## config.mk

```make
export PLATFORM = sky130hd
export DESIGN_NAME = inst_mem_loader
export DESIGN_NICKNAME = d
export VERILOG_FILES = /design/src/rtl/inst_mem_loader.sv
export SDC_FILE = /design/constraint.sdc
export NUM_CORES = 1
export LEC_CHECK = 0
export BUFFER_PORTS_ARGS = -buffer_cell sky130_fd_sc_hd__clkbuf_2
export CORE_ASPECT_RATIO = 0.5
export CORE_MARGIN = 5
export CORE_UTILIZATION = 51
export DETAILED_ROUTE_END_ITERATION = 6
export HOLD_SLACK_MARGIN = 0.02
export PLACE_DENSITY_LB_ADDON = 0.12
export SLEW_MARGIN = 40
export SYNTH_ARGS = -nofsm -noshare
export SYNTH_HDL_FRONTEND = slang
export SYNTH_SLANG_ARGS = --single-unit
```

## constraint.sdc

```tcl
create_clock -name clk -period 2 [get_ports clk]
set_input_delay 0.2 -clock clk [delete_from_list [all_inputs] [get_ports clk]]
set_output_delay 0.2 -clock clk [all_outputs]
set_load 0.01 [all_outputs]
```

## src/rtl/inst_mem_loader.sv

```systemverilog
// inst_mem_loader: boot-time instruction memory writer.
// Takes a length-prefixed little-endian byte stream, packs 32-bit words and
// writes them at consecutive word addresses from 0 while holding the core.
module inst_mem_loader #(
    parameter int unsigned CPU_WIDTH           = 32,
    parameter int unsigned INST_MEM_ADDR_WIDTH = 10
) (
    input  logic                           clk,
    input  logic                           rst,
    input  logic                           start,
    input  logic                           byte_vld,
    input  logic [7:0]                     byte_data,
    output logic                           byte_rdy,
    output logic                           mem_we,
    output logic [INST_MEM_ADDR_WIDTH-1:0] mem_waddr,
    output logic [CPU_WIDTH-1:0]           mem_wdata,
    output logic                           cpu_hold,
    output logic                           load_done,
    output logic                           load_err,
    output logic [INST_MEM_ADDR_WIDTH:0]   word_cnt
);

    localparam int unsigned AW = INST_MEM_ADDR_WIDTH;
    localparam logic [32:0] Depth   = 33'd1 << AW;
    localparam logic [AW:0] CntOne  = 1;

    typedef enum logic [2:0] {
        StIdle,
        StLen,
        StData,
        StDone,
        StErr
    } state_e;

    state_e                 state_q,     state_d;
    logic [1:0]             idx_q,       idx_d;
    logic [31:0]            len_q,       len_d;
    logic [CPU_WIDTH-1:0]   asm_q,       asm_d;
    logic [AW:0]            word_cnt_q,  word_cnt_d;
    logic                   mem_we_q,    mem_we_d;
    logic [AW-1:0]          mem_waddr_q, mem_waddr_d;
    logic [CPU_WIDTH-1:0]   mem_wdata_q, mem_wdata_d;
    logic                   byte_rdy_q,  byte_rdy_d;
    logic                   cpu_hold_q,  cpu_hold_d;
    logic                   load_done_q, load_done_d;
    logic                   load_err_q,  load_err_d;

    logic                   xfer;
    logic [31:0]            len_next;
    logic [CPU_WIDTH-1:0]   asm_next;
    logic                   last_word;

    // Next-state, datapath and registered-output computation.
    always_comb begin
        state_d     = state_q;
        idx_d       = idx_q;
        len_d       = len_q;
        asm_d       = asm_q;
        word_cnt_d  = word_cnt_q;
        mem_we_d    = 1'b0;
        mem_waddr_d = mem_waddr_q;
        mem_wdata_d = mem_wdata_q;
        load_err_d  = load_err_q;

        xfer      = byte_vld && byte_rdy_q;
        // New bytes enter at the top so the first byte ends up in bits 7:0.
        len_next  = {byte_data, len_q[31:8]};
        asm_next  = {byte_data, asm_q[CPU_WIDTH-1:8]};
        last_word = ({22'd0, word_cnt_q} + 33'd1) == {1'b0, len_q};

        // The counter advances on the edge that commits the write.
        if (mem_we_q) begin
            word_cnt_d = word_cnt_q + CntOne;
        end

        case (state_q)
            StIdle, StDone, StErr: begin
                if (start) begin
                    state_d    = StLen;
                    idx_d      = 2'd0;
                    len_d      = 32'd0;
                    word_cnt_d = '0;
                    load_err_d = 1'b0;
                end
            end
            StLen: begin
                if (xfer) begin
                    len_d = len_next;
                    idx_d = idx_q + 2'd1;
                    if (idx_q == 2'd3) begin
                        if (len_next == 32'd0) begin
                            state_d = StDone;
                        end else if ({1'b0, len_next} > Depth) begin
                            state_d = StErr;
                        end else begin
                            state_d = StData;
                        end
                    end
                end
            end
            StData: begin
                if (xfer) begin
                    asm_d = asm_next;
                    idx_d = idx_q + 2'd1;
                    if (idx_q == 2'd3) begin
                        mem_we_d    = 1'b1;
                        mem_waddr_d = word_cnt_q[AW-1:0];
                        mem_wdata_d = asm_next;
                        if (last_word) begin
                            state_d = StDone;
                        end
                    end
                end
            end
            default: state_d = StIdle;
        endcase

        byte_rdy_d  = (state_d == StLen) || (state_d == StData);
        cpu_hold_d  = byte_rdy_d;
        load_done_d = (state_d == StDone);
        if (state_d == StErr) begin
            load_err_d = 1'b1;
        end
    end

    // State and output registers with synchronous reset.
    always_ff @(posedge clk) begin
        if (rst) begin
            state_q     <= StIdle;
            idx_q       <= 2'd0;
            len_q       <= 32'd0;
            asm_q       <= '0;
            word_cnt_q  <= '0;
            mem_we_q    <= 1'b0;
            mem_waddr_q <= '0;
            mem_wdata_q <= '0;
            byte_rdy_q  <= 1'b0;
            cpu_hold_q  <= 1'b0;
            load_done_q <= 1'b0;
            load_err_q  <= 1'b0;
        end else begin
            state_q     <= state_d;
            idx_q       <= idx_d;
            len_q       <= len_d;
            asm_q       <= asm_d;
            word_cnt_q  <= word_cnt_d;
            mem_we_q    <= mem_we_d;
            mem_waddr_q <= mem_waddr_d;
            mem_wdata_q <= mem_wdata_d;
            byte_rdy_q  <= byte_rdy_d;
            cpu_hold_q  <= cpu_hold_d;
            load_done_q <= load_done_d;
            load_err_q  <= load_err_d;
        end
    end

    assign byte_rdy  = byte_rdy_q;
    assign mem_we    = mem_we_q;
    assign mem_waddr = mem_waddr_q;
    assign mem_wdata = mem_wdata_q;
    assign cpu_hold  = cpu_hold_q;
    assign load_done = load_done_q;
    assign load_err  = load_err_q;
    assign word_cnt  = word_cnt_q;

endmodule

```

==> results.sh <==
export IMPL_outcome="finished, violations left"
export IMPL_violations="negative setup slack"
export IMPL_cpPeakStageDelay_ps=530
export IMPL_maxCapViolations=0
export IMPL_cts_hold_buffers=0
export IMPL_synthCells=617
export IMPL_maxSlewViolCount=0
export IMPL_leakage_uw=0.00224
export IMPL_vias=4442
export IMPL_gp_congestion=0.895
export IMPL_synth_flop_cell="dfxtp_1"
export IMPL_fin_crit_ps=2060
export IMPL_drcViolationCount=0
export IMPL_crit_path_max_fanout=3
export IMPL_wl_per_cell_um=14.7
export IMPL_hold_class="input pin to flop"
export IMPL_overflow=0
export IMPL_path_cells="or4_4 > or3_4 > nor4_4 > o2111a_1 > nand4_1 > a31o_1"
export IMPL_synth_top_area_share_pct=49.1
export IMPL_io_buffers=69
export IMPL_drt_total_wl_um=12200
export IMPL_ant_nets=0
export IMPL_end_kind="flop"
export IMPL_crit_family="simple AND/OR/NAND/NOR gates"
export IMPL_area_growth_pct=25.7
export IMPL_cp_required_ps=2300
export IMPL_synth_fp_nets=631
export IMPL_vias_per_cell=5.36
export IMPL_yosys_top_cells_area="dfxtp_1, nand2_1, a21oi_1"
export IMPL_postPlaceCellArea_um2=5420
export IMPL_antenna_found_initial=0
export IMPL_skew_ps=8.93
export IMPL_drtIter0Drc=289
export IMPL_grt_pass1_wl_um=20400
export IMPL_grt_pass1_vias=4187
export IMPL_clk_latency_ps=410
export IMPL_finalHoldViolations=0
export IMPL_path_buf_inv=0
export IMPL_grt_use_total_pct=21.7
export IMPL_max_freq_mhz=486
export IMPL_synth_async_reset_ratio_pct=0
export IMPL_design_area_um2=6040
export IMPL_grt_setup_unrepaired="yes"
export IMPL_postCtsSetupRepairBufs=0
export IMPL_whs_ps=67.7
export IMPL_final_setup_viol_count=2
export IMPL_core_um2=9320
export IMPL_ys_ff_latch=118
export IMPL_timing_final_ws_setup_ps=-59.0
export IMPL_dp_hpwl_um=7950
export IMPL_insertedDiodeCount=0
export IMPL_ys_warn_count=0
export IMPL_rows=25
export IMPL_path_clk_slew_ps=60
export IMPL_dieArea_um2=11600
export IMPL_cts_tree="yes"
export IMPL_power_uw=5620
export IMPL_io_pins=70
export IMPL_floorplan_initialDensity_pct=51.6
export IMPL_synth_area_leader_cell="dfxtp_1"
export IMPL_n_fill_cell=836
export IMPL_cp_slowest_cell="or4_4"
export IMPL_relSlewSlack_pct=63.2
export IMPL_post_synth_instance_area_um2=4810
export IMPL_crit_type="flop to flop"
export IMPL_ir_worst_vdd_v=0.000706
export IMPL_p_per_area_nw_per_um2=930
export IMPL_nets=708
export IMPL_cts_max_path_buffers=2
export IMPL_synth_edf_count=0
export IMPL_chipHeight_um=78.7
export IMPL_cts_buffers_inserted=17
export IMPL_cts_sinks=118
export IMPL_arrival_ps=2360
export IMPL_finalCritPeriodShare_pct=103
export IMPL_critPathLaunchType="flop"
export IMPL_postSynthAreaPerCell_um2=7.79
export IMPL_yosysSeqAreaShare_pct=49.1
export IMPL_htree_levels=4
export IMPL_grt_max_degree=56
export IMPL_dr_pass1_iters=5
export IMPL_drive_gt1_share_pct=21.1
export IMPL_synth_cell_types=50
export IMPL_die_x_um=147
export IMPL_tightest_slew_ps=552
export IMPL_cts_root_buf="clkbuf_16"
[logic make-up (layout without fill, tap and decap cells)]
logic type	Yosys count	in the layout	synth area share (%)
muxes	2	2	0.416
adders and majority gates	2	2	0.520
buffers and inverters	49	139	3.93
and+or+nand+nor	291	291	27.1
DFF	118	118	49.1
AOI/OAI and AO/OA	136	136	15.5
xor gates and xnor gates	19	19	3.46
[cells in the mapped netlist, types with 2 or more instances]
| cell | count |
|---|---|
| a21o_1 | 2 |
| a21oi_1 | 107 |
| a31oi_1 | 6 |
| and3_1 | 4 |
| and4_1 | 2 |
| clkbuf_1 | 43 |
| dfxtp_1 | 118 |
| ha_1 | 2 |
| inv_1 | 3 |
| mux2i_1 | 2 |
| nand2_1 | 176 |
| nand2b_1 | 5 |
| nand3_1 | 40 |
| nand4_1 | 7 |
| nor2_1 | 23 |
| nor2b_1 | 5 |
| nor3_1 | 3 |
| nor3b_1 | 4 |
| nor4_1 | 7 |
| o21ai_0 | 6 |
| or3_1 | 3 |
| or4_1 | 4 |
| xnor2_1 | 11 |
| xor2_1 | 8 |
[area by class of cell]
type                            instances  area (um2)  area share [%]
Clock inverter                         10         121            2.01
Sequential cell                       118        2360            39.1
Inverter                                3        11.3           0.186
Timing Repair Buffer                  104         623            10.3
Tap cell                              121         151            2.51
Multi-Input combinational cell        450        2300            38.0
Clock buffer                           22         474            7.85
[routing by layer]
metal	track usage [%]	part of all wire (%)	up-vias
met5	0	0	-
met4	6.69	0.67	0
met3	5.82	4.8	10
met2	35.1	46	99
met1	28.6	49	2081
li1	-	-	2252
[state kept, by name, summed over array words and instances, names as in the netlist]
signal / flops
idx_q: 2
load_done: 1
mem_waddr: 10
len_q: 32
mem_we: 1
load_err: 1
mem_wdata: 32
cpu_hold: 1
word_cnt: 11
state_q: 3
asm_q: 24
[repair_timing]
item,CTS,global route
gates resized for setup,2,4
pin swaps,5,3
setup endpoints to repair,3,4
[layout by cell type, fill, tap and decap left out, types with 3 or more instances in the layout]
cell type,n
nor2b_1,5
xor2_1,8
buf_4,35
nand2b_1,5
clkbuf_16,17
nor3b_1,4
a31oi_1,6
nor3_1,3
clkbuf_2,68
nand2_1,176
clkinvlp_4,4
a21oi_1,106
inv_1,3
and3_1,4
nor4_1,7
nand3_1,39
dfxtp_1,116
nor2_1,22
o21ai_0,6
or4_1,3
nand4_1,7
xnor2_1,11
clkbuf_8,3
[path summary, 6_finish.rpt]
check / start / cells past startpoint / to / slack [ps]
setup reg to reg: len_q[15] / 6 / cpu_hold / -60
hold reg to reg: mem_wdata[17] / 2 / mem_wdata[17] / 450
setup / recovery: len_q[15] / 6 / cpu_hold / -60
hold / removal: byte_data[1] / 3 / mem_wdata[25] / 70
[metrics by stage]
| stage | util (%) | TNS (ps) | worst slack, ps | cells |
|---|---|---|---|---|
| after detailed placement | 58.2 | -343 | -155 | 796 |
| after CTS | 64.6 | -83.8 | -78.3 | 828 |
| after global routing | 64.8 | -320 | -127 | 828 |
| after global placement | 58.2 | -163 | -106 | 796 |
| final | 64.8 | -85.4 | -59.0 | 828 |
| after floorplan | - | -7.87 | -7.87 | 617 |
[where the power goes]
group	total (uW)	internal (uW)	switching [uW]
logic	212	61.9	150
registers	2370	2360	7.64
clock network	3030	1940	1100
[tightest hold or removal path: stages]
cell and delay [ps]:
clkbuf_2 120, nand2_1 60, a21oi_1 50
No activity file was read; power rests on OpenSTA's default activity.
